File: src/rtl/seq_arith_unit_if.sv
// Request/response bundle for seq_arith_unit.
//   start  : request, sampled only while busy is low
//   op     : 00 add, 01 sub, 10 mul, 11 div
//   a, b   : unsigned operands, WIDTH bits
//   busy   : operation in progress (high in CALC and DONE)
//   done   : one-cycle pulse, result/flag valid
//   result : registered 2*WIDTH-bit result
//   flag   : add carry / sub borrow / mul 0 / div divide-by-zero
// master = issuing controller, slave = arithmetic unit.
interface seq_arith_unit_if #(
    parameter int WIDTH = 4
);
    logic                   start;
    logic [1:0]             op;
    logic [WIDTH-1:0]       a;
    logic [WIDTH-1:0]       b;
    logic                   busy;
    logic                   done;
    logic [2*WIDTH-1:0]     result;
    logic                   flag;

    modport master (
        output start, op, a, b,
        input  busy, done, result, flag
    );

    modport slave (
        input  start, op, a, b,
        output busy, done, result, flag
    );
endinterface

File: src/rtl/seq_arith_unit.sv
// Multi-cycle unsigned arithmetic unit: add, sub, shift-add multiply and
// restoring divide, one operation at a time behind a start/busy/done handshake.
// Ports:
//   clk     : rising-edge clock
//   reset_n : asynchronous active-low reset
//   bus     : seq_arith_unit_if.slave (start, op, a, b in; busy, done, result, flag out)
// Latency from accept: 1 CALC edge for add/sub, WIDTH CALC edges for mul/div,
// plus one DONE cycle. WIDTH must be at least 2.
module seq_arith_unit #(
    parameter int WIDTH = 4
) (
    input  logic              clk,
    input  logic              reset_n,
    seq_arith_unit_if.slave   bus
);
    localparam int CW = $clog2(WIDTH + 1);

    localparam logic [1:0] OP_ADD = 2'b00;
    localparam logic [1:0] OP_SUB = 2'b01;
    localparam logic [1:0] OP_MUL = 2'b10;

    typedef enum logic [1:0] {
        ST_IDLE,
        ST_CALC,
        ST_DONE
    } state_t;

    state_t state, state_next;

    logic [1:0]           op_q;
    logic [WIDTH-1:0]     a_q;
    logic [WIDTH-1:0]     b_q;
    logic [2*WIDTH-1:0]   acc;
    logic [CW-1:0]        cnt;
    logic [2*WIDTH-1:0]   result_q;
    logic                 flag_q;

    logic                 last_step;
    logic [2*WIDTH-1:0]   acc_step;
    logic                 flag_step;

    // Add/sub datapath (single step)
    logic [WIDTH:0]       add_sum;
    logic [WIDTH:0]       sub_diff;

    // Shift-add multiply: acc = {partial product high half, remaining multiplier bits}
    logic [WIDTH:0]       mul_sum;
    logic [2*WIDTH-1:0]   mul_next;

    // Restoring divide: acc = {partial remainder, dividend bits shifting into quotient}
    logic [WIDTH:0]       div_trial;
    logic                 div_fits;
    logic [WIDTH-1:0]     div_rem;
    logic [2*WIDTH-1:0]   div_next;

    assign last_step = (cnt == CW'(1));

    // ---------------- state register ----------------
    always_ff @(posedge clk or negedge reset_n) begin
        if (!reset_n) begin
            state <= ST_IDLE;
        end else begin
            state <= state_next;
        end
    end

    // ---------------- next-state logic ----------------
    always_comb begin
        state_next = state;
        case (state)
            ST_IDLE: if (bus.start) state_next = ST_CALC;
            ST_CALC: if (last_step) state_next = ST_DONE;
            ST_DONE: state_next = ST_IDLE;
            default: state_next = ST_IDLE;
        endcase
    end

    // ---------------- datapath step ----------------
    always_comb begin
        add_sum   = {1'b0, a_q} + {1'b0, b_q};
        sub_diff  = {1'b0, a_q} - {1'b0, b_q};

        mul_sum   = {1'b0, acc[2*WIDTH-1:WIDTH]} + (acc[0] ? {1'b0, a_q} : '0);
        mul_next  = {mul_sum, acc[WIDTH-1:1]};

        // With b=0 every trial fits, so the quotient fills with ones and the
        // remainder simply collects the dividend bits, ending equal to a.
        div_trial = {acc[2*WIDTH-1:WIDTH], acc[WIDTH-1]};
        div_fits  = (div_trial >= {1'b0, b_q});
        div_rem   = div_fits ? (div_trial[WIDTH-1:0] - b_q) : div_trial[WIDTH-1:0];
        div_next  = {div_rem, acc[WIDTH-2:0], div_fits};

        acc_step  = '0;
        flag_step = 1'b0;
        case (op_q)
            OP_ADD: begin
                acc_step  = {{(WIDTH-1){1'b0}}, add_sum};
                flag_step = add_sum[WIDTH];
            end
            OP_SUB: begin
                acc_step  = {{WIDTH{1'b0}}, sub_diff[WIDTH-1:0]};
                flag_step = sub_diff[WIDTH];
            end
            OP_MUL: begin
                acc_step  = mul_next;
                flag_step = 1'b0;
            end
            default: begin
                acc_step  = div_next;
                flag_step = (b_q == '0);
            end
        endcase
    end

    // ---------------- operand capture, iteration, result ----------------
    always_ff @(posedge clk or negedge reset_n) begin
        if (!reset_n) begin
            op_q     <= '0;
            a_q      <= '0;
            b_q      <= '0;
            acc      <= '0;
            cnt      <= '0;
            result_q <= '0;
            flag_q   <= 1'b0;
        end else begin
            case (state)
                ST_IDLE: begin
                    if (bus.start) begin
                        op_q <= bus.op;
                        a_q  <= bus.a;
                        b_q  <= bus.b;
                        // mul starts from the multiplier, div from the dividend
                        acc  <= bus.op[0] ? {{WIDTH{1'b0}}, bus.a} : {{WIDTH{1'b0}}, bus.b};
                        cnt  <= bus.op[1] ? CW'(WIDTH) : CW'(1);
                    end
                end
                ST_CALC: begin
                    acc <= acc_step;
                    cnt <= cnt - CW'(1);
                    // result only changes on the edge entering DONE
                    if (last_step) begin
                        result_q <= acc_step;
                        flag_q   <= flag_step;
                    end
                end
                default: ;
            endcase
        end
    end

    assign bus.busy   = (state != ST_IDLE);
    assign bus.done   = (state == ST_DONE);
    assign bus.result = result_q;
    assign bus.flag   = flag_q;
endmodule

File: src/flat_wrapper.sv
// flat-port wrapper written by rule: the top's interface ports become plain ports
module seq_arith_unit_flat 
#(
    parameter int WIDTH = 4
)
  (clk, reset_n, bus_start, bus_op, bus_a, bus_b, bus_busy, bus_done, bus_result, bus_flag);
  seq_arith_unit_if #(.WIDTH(WIDTH)) bus_i ();
  input  logic clk;
  input  logic reset_n;
  input wire logic [$bits(bus_i.start)-1:0] bus_start;
  input wire logic [$bits(bus_i.op)-1:0] bus_op;
  input wire logic [$bits(bus_i.a)-1:0] bus_a;
  input wire logic [$bits(bus_i.b)-1:0] bus_b;
  output wire logic [$bits(bus_i.busy)-1:0] bus_busy;
  output wire logic [$bits(bus_i.done)-1:0] bus_done;
  output wire logic [$bits(bus_i.result)-1:0] bus_result;
  output wire logic [$bits(bus_i.flag)-1:0] bus_flag;
  assign bus_i.start = bus_start;
  assign bus_i.op = bus_op;
  assign bus_i.a = bus_a;
  assign bus_i.b = bus_b;
  assign bus_busy = bus_i.busy;
  assign bus_done = bus_i.done;
  assign bus_result = bus_i.result;
  assign bus_flag = bus_i.flag;
  seq_arith_unit #(.WIDTH(WIDTH)) u_core (.clk(clk), .reset_n(reset_n), .bus(bus_i));
endmodule
File: config.mk
export PLATFORM = sky130hd
export DESIGN_NAME = seq_arith_unit_flat
export DESIGN_NICKNAME = d
export VERILOG_FILES = /design/src/rtl/seq_arith_unit_if.sv /design/src/rtl/seq_arith_unit.sv /design/src/flat_wrapper.sv
export SDC_FILE = /design/constraint.sdc
export NUM_CORES = 1
export LEC_CHECK = 0
export CAP_MARGIN = 20
export CORE_ASPECT_RATIO = 1.75
export CORE_MARGIN = 4
export CORE_UTILIZATION = 56
export DETAILED_ROUTE_END_ITERATION = 8
export GPL_TIMING_DRIVEN = 0
export MAX_ROUTING_LAYER = met4
export PLACE_DENSITY = 0.86
export SETUP_SLACK_MARGIN = 0.4
export SYNTH_ARGS = -nofsm -noshare
export SYNTH_HDL_FRONTEND = slang
export SYNTH_SLANG_ARGS = --single-unit
File: constraint.sdc
create_clock -name clk -period 2.15 [get_ports clk]
set_input_delay 0.43 -clock clk [delete_from_list [all_inputs] [get_ports clk]]
set_output_delay 0.43 -clock clk [all_outputs]
set_load 0.05 [all_outputs]
# Word level (Yosys, flattened, before mapping)
# Index checks and enable logic that the tools add are counted.
[classes]
add_sub_neg = 5
mul = 0
div_mod_pow = 0
magnitude_cmp = 1
n_eq_ne = 7
n_shift = 0
mux = 13
bitwise = 0
reduce_logical = 9
[ops]
columns = ["operator", "n"]
rows = [
  ["one-hot mux 8 bit (3 select lines)", 1],
  ["one-hot mux 8 bit (2 select lines)", 1],
  ["2-to-1 mux 4 bit", 3],
  ["2-to-1 mux 8 bit", 1],
  ["AND reduction 2 bit", 4],
  ["2-to-1 mux 3 bit", 2],
  ["one-hot mux 3 bit (2 select lines)", 1],
  ["adder 4 x 4 -> 5 bit", 1],
  ["adder 4 x 5 -> 5 bit", 1],
  ["greater-or-equal comparator 5 x 4 -> 1 bit", 1],
  ["subtractor 4 x 4 -> 5 bit", 1],
  ["equality test 2 x 1 -> 1 bit, second input constant", 2],
  ["equality test 2 bit, second input constant", 2],
  ["zero test 2 bit", 2],
  ["zero test 4 bit", 1],
  ["2-to-1 mux 2 bit", 2],
  ["one-hot mux 2 bit (2 select lines)", 1],
  ["nonzero test 2 bit", 2],
  ["subtractor 4 bit", 1],
  ["equality test 3 x 1 -> 1 bit, second input constant", 1],
  ["one-hot mux 1 bit (3 select lines)", 1],
  ["subtractor 3 x 1 -> 3 bit, second input constant", 1],
  ["!= test 2 x 1 -> 1 bit, second input constant", 1],
  ["!= test 2 bit, second input constant", 1],
]
[totals]
register_bits = 32
latch_bits = 0
mem_bits_rw = 0
romBits = 0
input_bits = 13
out_inout_bits = 11
elab_cells = 43
memories = 0

# Longest topological paths before layout
# Gate-level depths: netlist (run 1).
[depth]
depth_word = 4
ltp_mapped = 9
ltp_nobuf = 9

# Worst setup path after synthesis (run 1)
# Ideal clock, no wire load.
[synth_path]
kind = "register to register"
from = "register u_core.b_q[0]"
to = "register u_core.acc[1]"
setup_ps = 126
arrival_time_ps = 1854
path_slack_ps = 170
stages_incl_launch_ff = 6
synth_period_minus_slack_ps = 1980
path_cell_list = "dfrtp_1 > ha_1 > fa_1 > inv_1 > mux4_2 > a221o_1"
[synth_between]
elab_chain_cells = 3
[synth_lines]
columns = ["item", "line", "rtl"]
rows = [
  ["start: declaration", "seq_arith_unit.sv:32", "logic [WIDTH-1:0] b_q;"],
  ["start signal: assignment", "seq_arith_unit.sv:131", "b_q <= bus.b;"],
  ["subtractor 4 x 4 -> 5 bit / adder 4 x 4 -> 5 bit (equally long branches)", "seq_arith_unit.sv:81, seq_arith_unit.sv:80", ""],
  ["one-hot mux 8 bit (3 select lines) *", "seq_arith_unit.sv:95", "case (op_q)"],
  ["one-hot mux 8 bit (2 select lines) *", "seq_arith_unit.sv:126", "case (state)"],
  ["end signal: assignment", "seq_arith_unit.sv:133", "acc <= bus.op[0] ? {{WIDTH{1'b0}}, bus.a} : {{WIDTH{1'b0}}, bus.b};"],
  ["end signal: assignment", "seq_arith_unit.sv:138", "acc <= acc_step;"],
  ["end: declaration", "seq_arith_unit.sv:33", "logic [2*WIDTH-1:0] acc;"],
]
# Mark *: on every way between the ends. The rest lies on a longest branch, timed or not.
# A chain may end at the register's enable or synchronous reset.

# Worst setup path in the final report (run 1)
[layout_path]
from = "register u_core.acc[0]"
to = "register u_core.acc[4]"
[layout_between]
elab_chain_cells = 4
[layout_lines]
columns = ["item", "line", "rtl"]
rows = [
  ["2-to-1 mux 4 bit", "seq_arith_unit.sv:83", "mul_sum = {1'b0, acc[2*WIDTH-1:WIDTH]} + (acc[0] ? {1'b0, a_q} : '0);"],
  ["adder 4 x 5 -> 5 bit", "seq_arith_unit.sv:83", ""],
  ["one-hot mux 8 bit (3 select lines)", "seq_arith_unit.sv:95", ""],
  ["one-hot mux 8 bit (2 select lines)", "seq_arith_unit.sv:126", ""],
]
# No other way between the ends.

==> results.md, run 1 <==
- Status: finished clean
- Tmin final: around 2.1 ns
- Cts hold-fix bufs: 0
- RSZ-0062 raised after global routing: true
- Final WL: 6450 um
- # setup viols final: 0
- Vias in the first global route: 2030
- Unique cell type count in the Yosys netlist: 47
- Via/cell ratio: a little over 6
- Multi-input combinational cell area: 1480 um2
- First-pass DRT Iterations: 4
- Max-slew violation count: 0
- DRC violations left: 0
- Syn Area/Cell: 9.07 um2
- Clk slew on worst S/H paths: 0.07 ns
- WP data required: roughly 2.3 ns
- DR iter-0 viols: ~130
- Pin slew with the least headroom to its limit: slightly above 0.7 ns
- Latest clock arrival within the worst-skew pair: about 0.29 ns
- Die Height: roughly 90 um
- Post-synth EDFFs: 0
- Gr busiest metal: met2
- Fin Clk Skew: between 0.006 and 0.007 ns
- Routed vias: a little over 2000
- Ys flop type: dfrtp_1
- WL/cell: about 20 um
- DRT antenna net count: 0
- Met3 Use GR: under 10%
- Grt met2 use: a little under half
- #FFs+latches synth: 32
- CTS Buf Count: 5
- Worst slack, placed: -0.0527 ns
- Syn nets: 271
- CP endpoint kind: register
- Placement-stage cell area: 2460 um2
- GRT overflow: 0
- Final worst setup slack: about 0.036 ns
- Post-synth top area share: about 37%
- Worst hold path class: in2async
- TritonCTS clock tree: yes
- Die area: 4910 um2
- Antenna violations before repair: 0
- Synth Cell Area: between 2000 and 2500 um2
- Fin nets: around 320
- Layout area overhead: 36.3%
- Diodes inserted: 0
- Share of post-route cells with drive strength above 1: 29.1%
- I/O pins: 24
- Met1 usage in global routing: between 30% and 40%
- Core area: between 3000 and 4000 um2
- Final Cell Area: ~2900 um2
- Async SR Flop Fraction: 100%
- Ys Warns: 0
- Final hold vios: 0
- Clock sinks: 32
- Num rows: 29
- Bufs on Longest Clock Path: 2
- Max-cap violation count: 0
- Crit share post-route: around 98%
- H-tree depth: 2
- Relative slew slack: about half
- Critical path class: reg2reg
- Gr usage total: between 20 and 30%
- Initial core utilization: about three fifths
- Sequential area share after synthesis: a little under two fifths
- Max Freq: around 470 MHz
- HPWL after DPL: roughly 4000 um
- Critical Path AT: between 2 and 2.5 ns
- Die X: approximately 55 um
- Most common cell after layout, fill and taps aside: nand2_1
- Pin count of the biggest net entering global routing: 33
- Commonest cells after routing, fill and taps aside: nand2_1 (33), dfrtp_1 (25), nor2_1 (16)
- Worst setup SP type: register
- First-pass GRT wire length: 9720 um
- Root Driver: clkbuf_8
- Worst-path maximum fanout: 6
- Register Area: 810 um2
- Synth area leader: dfrtp_1
- GP Congestion: between 0.9 and 1
- Mapped Cells: ~240
- # fillers: 217
- I/O Buffers: 22
- Top cells by area, synth: dfrtp_1 (37%), ha_1 (11%), nand2_1 (5.8%)
-- flip-flops by register name (all words and copies together), names as in the netlist --
register,cells
u_core.bus.result,8
u_core.cnt,3
u_core.b_q,4
u_core.a_q,4
u_core.op_q,2
u_core.bus.flag,1
u_core.state,2
u_core.acc,8
-- area by class of cell --
cell class	instances	share of cell area [%]
Clock buffer	6	2.49
Inverter	21	2.79
Timing Repair Buffer	38	11.8
Clock inverter	2	1.20
Sequential cell	32	27.8
Multi-Input combinational cell	174	50.6
Tap cell	46	1.97
Buffer	9	1.33
-- routing by layer --
metal / share of wire, % / up-vias
met5: 0 / -
met4: 6.5 / 0
met3: 3.8 / 42
met2: 53 / 78
met1: 37 / 995
li1: - / 917
-- through the flow --
step,hold WS [ns],utilization (%),cells,setup TNS (ns)
6_report,0.195,79.5,328,0
2_1_floorplan,0.134,-,236,0
4_1_cts,0.215,75.9,323,0
5_1_grt,0.250,79.5,328,-0.0709
3_5_place_dp,0.461,67.0,304,-0.110
3_3_place_gp,0.459,67.2,304,-0.0955
-- worst max-delay path, cell delays in order, from the launching register on --
cell and delay [ns]:
dfrtp_1 0.45, and2_1 0.17, ha_2 0.19, inv_2 0.04
fa_2 0.53, a21oi_2 0.06, o41a_1 0.17, a311oi_4 0.28
o21ai_1 0.10
-- cell usage after synthesis (all sizes together), types with 4 or more instances --
library cell	count
nand3	8
nand2	33
a21oi	10
mux2i	7
a31oi	4
dfrtp	32
o21ai	21
and2	6
ha	18
inv	21
clkbuf	6
nor2b	6
nor2	16
fa	4
-- repair_timing --
| action | CTS | global route |
|---|---|---|
| pin swaps | 8 | 7 |
| setup endpoints to repair | 29 | 20 |
| gates cloned | 0 | 0 |
| buffers inserted | 11 | 5 |
| resized for setup | 42 | 28 |
-- final timing paths --
check                                           from                    to  slack (ns)  cells past startpoint
worst max register to register         u_core.acc[0]         u_core.acc[4]        0.04                      8
min in group clk                u_core.bus.result[1]  u_core.bus.result[1]        0.48                      2
max in group asynchronous                    reset_n         u_core.acc[3]        1.44                      1
worst max-delay path                   u_core.acc[0]         u_core.acc[4]        0.04                      8
worst min-delay path                         reset_n        u_core.op_q[0]        0.19                      1
worst min register to register  u_core.bus.result[1]  u_core.bus.result[1]        0.48                      2
-- logic make-up (layout without fill, tap and decap cells) --
kind of cell             Yosys count  in the layout  share of synthesized area (%)
multiplexers                       9              9                           4.85
AND/OR/NAND/NOR                   86             86                           19.9
XOR/XNOR                           2              2                          0.819
AO/OA/AOI/OAI                     55             55                           17.3
flip-flops                        32             32                           37.4
adder cells (fa/ha/maj)           22             22                           14.3
buffers and inverters             30             76                           5.44
Power of run 1 is not shown: default switching activity piles up to over one toggle a cycle in this logic, so the estimate is an artifact.
==> run 2: changes to the inputs <==
Settings changed: CORE_UTILIZATION 56 to 42, PLACE_DENSITY 0.86 to 0.69, SLEW_MARGIN set to 20.
==> run 2 against run 1 <==
Hold slack improved by 0.0012 ns. Register-to-register slack improved by 0.03 ns. Via count decreased by 6.0%.
==> results.md, run 2 (synthesis gave the netlist of run 1 again) <==
- Slowest cell on the critical path: fa_1
- Max Freq: 479 MHz (+1.4%)
- Die X: 62.0 um (+13%)
- H-tree depth: 2 (unchanged)
- Critical Path AT: 2.25 ns (-0.03 ns)
- Antenna violations before repair: 0 (unchanged)
- Max stage delay on crit path: 0.49 ns (-0.04 ns)
- DRT antenna net count: 0 (unchanged)
- WL/cell: 17.4 um (-11%)
- Via/cell ratio: 5.70 (-7.9%)
- CP endpoint kind: register
- GRT overflow: 0 (unchanged)
- Share of post-route cells with drive strength above 1: 29.2% (+0.10 points)
- DRC violations left: 0 (unchanged)
- Commonest cells after routing, fill and taps aside: nand2_1 (32), dfrtp_1 (24), nor2_1 (16)
- Diodes inserted: 0 (unchanged)
- DR iter-0 viols: 63 (-51%)
- Die Height: 102 um (+14%)
- # fillers: 435 (+100%)
- GP Congestion: 0.942 (+3.0%)
- Worst setup SP type: register
- Final Cell Area: 2910 um2 (-0.21%)
- Latest clock arrival within the worst-skew pair: 0.28 ns (about the same)
- # setup viols final: 0 (unchanged)
- Relative slew slack: 52.1% (+0.49 points)
- Crit share post-route: 97.0% (-1.3 points)
- Status: finished clean
- Num rows: 34 (+17%)
- RSZ-0062 raised after global routing: true
- I/O pins: 24 (unchanged)
- TritonCTS clock tree: yes
- First-pass DRT Iterations: 4 (unchanged)
- Gr usage total: 21.0% (-6.8 points)
- Root Driver: clkbuf_8
- Fin Hold WS: 0.196 ns (+0.00120 ns)
- Core area: 4930 um2 (+35%)
- Worst-path maximum fanout: 4 (-2)
- Register Area: 811 um2 (+0.15%)
- Clock sinks: 32 (unchanged)
- Fin Clk Skew: 0.00509 ns (-0.00179 ns)
- Max-slew violation count: 0 (unchanged)
- Fin nets: 315 (-0.32%)
- First-pass GRT wire length: 9360 um (-3.7%)
- HPWL after DPL: 4290 um (+7.3%)
- WP data required: 2.31 ns (about the same)
- Layout Utilization: 59.0% (-21 points)
- Tmin final: 2.09 ns (-0.0285 ns)
- Clk slew on worst S/H paths: 0.07 ns (about the same)
- Die area: 6350 um2 (+29%)
- Bufs on Longest Clock Path: 2 (unchanged)
- Setup TNS: 0 ns (unchanged)
- Multi-input combinational cell area: 1480 um2 (unchanged)
- Final WL: 5840 um (-9.4%)
- Final hold vios: 0 (unchanged)
- Worst hold path class: in2async
- Pin count of the biggest net entering global routing: 33 (unchanged)
- I/O Buffers: 22 (unchanged)
- Initial core utilization: 43.4% (-15 points)
- Placement-stage cell area: 2470 um2 (+0.41%)
- CTS Buf Count: 5 (unchanged)
- Most common cell after layout, fill and taps aside: nand2_1
- Layout area overhead: 36.0%
- Pin slew with the least headroom to its limit: 0.718 ns (-0.00742 ns)
- Max-cap violation count: 0 (unchanged)
- Routed vias: 1911 (-6.0%)
- Vias in the first global route: 1998 (-1.6%)
- Critical path class: reg2reg
- CP Cell Sequence: ha_4 > fa_1 > inv_2 > mux4_2 > a221o_1
==> run 2: layer usage <==
layer | share of wire, % | global-route usage, %
met4 | 7.3 | 13.7
met3 | 2.6 | 3.79
met1 | 37 | 21.3
met2 | 53 | 35.1
met5 | 0 | -
==> run 2: final timing paths <==
kind / from / to / slack, ns / cells after the start
worst max register to register: u_core.b_q[0] / u_core.acc[1] / 0.06 / 5
worst min register to register: u_core.bus.result[1] / u_core.bus.result[1] / 0.48 / 2
max in group asynchronous: reset_n / u_core.b_q[1] / 1.44 / 1
min in group clk: u_core.bus.result[1] / u_core.bus.result[1] / 0.48 / 2
worst max-delay path: u_core.b_q[0] / u_core.acc[1] / 0.06 / 5
worst min-delay path: reset_n / u_core.bus.result[4] / 0.20 / 1
==> run 2: critical path: cells and delay by family, from the launching register on <==
| kind | cells | cell delay, ns |
|---|---|---|
| muxes | 1 | 0.48 |
| adders and majority gates | 2 | 0.68 |
| buffers and inverters | 1 | 0.05 |
| AOI/OAI and AO/OA | 1 | 0.31 |
| DFF | 1 | 0.45 |
==> run 2: timing repair <==
item / 4_1_cts / 5_1_grt
hold buffers: 0 / 0
gates resized for setup: 52 / 16
setup buffers: 11 / 4
cloned: 0 / 0
pin swaps: 15 / 12
endpoints found under the setup margin: 29 / 20
==> run 2: final cells by class <==
class	instances	share of cell area [%]
multi-input combinational	174	50.7
sequential	32	27.9
timing repair buffer	37	11.2
inverter	21	2.88
clock buffer	6	2.49
tap	54	2.32
buffer	9	1.29
clock inverter	2	1.20
==> run 2: metrics by stage <==
| step | std cells | worst slack, ns |
|---|---|---|
| final | 335 | 0.0642 |
| after global routing | 335 | 0.0335 |
| after global placement | 312 | -0.0663 |
| after detailed placement | 312 | -0.0278 |
| after floorplan | 236 | 0.206 |
| after CTS | 331 | 0.0551 |
Power of run 2 is left out for the same reason.
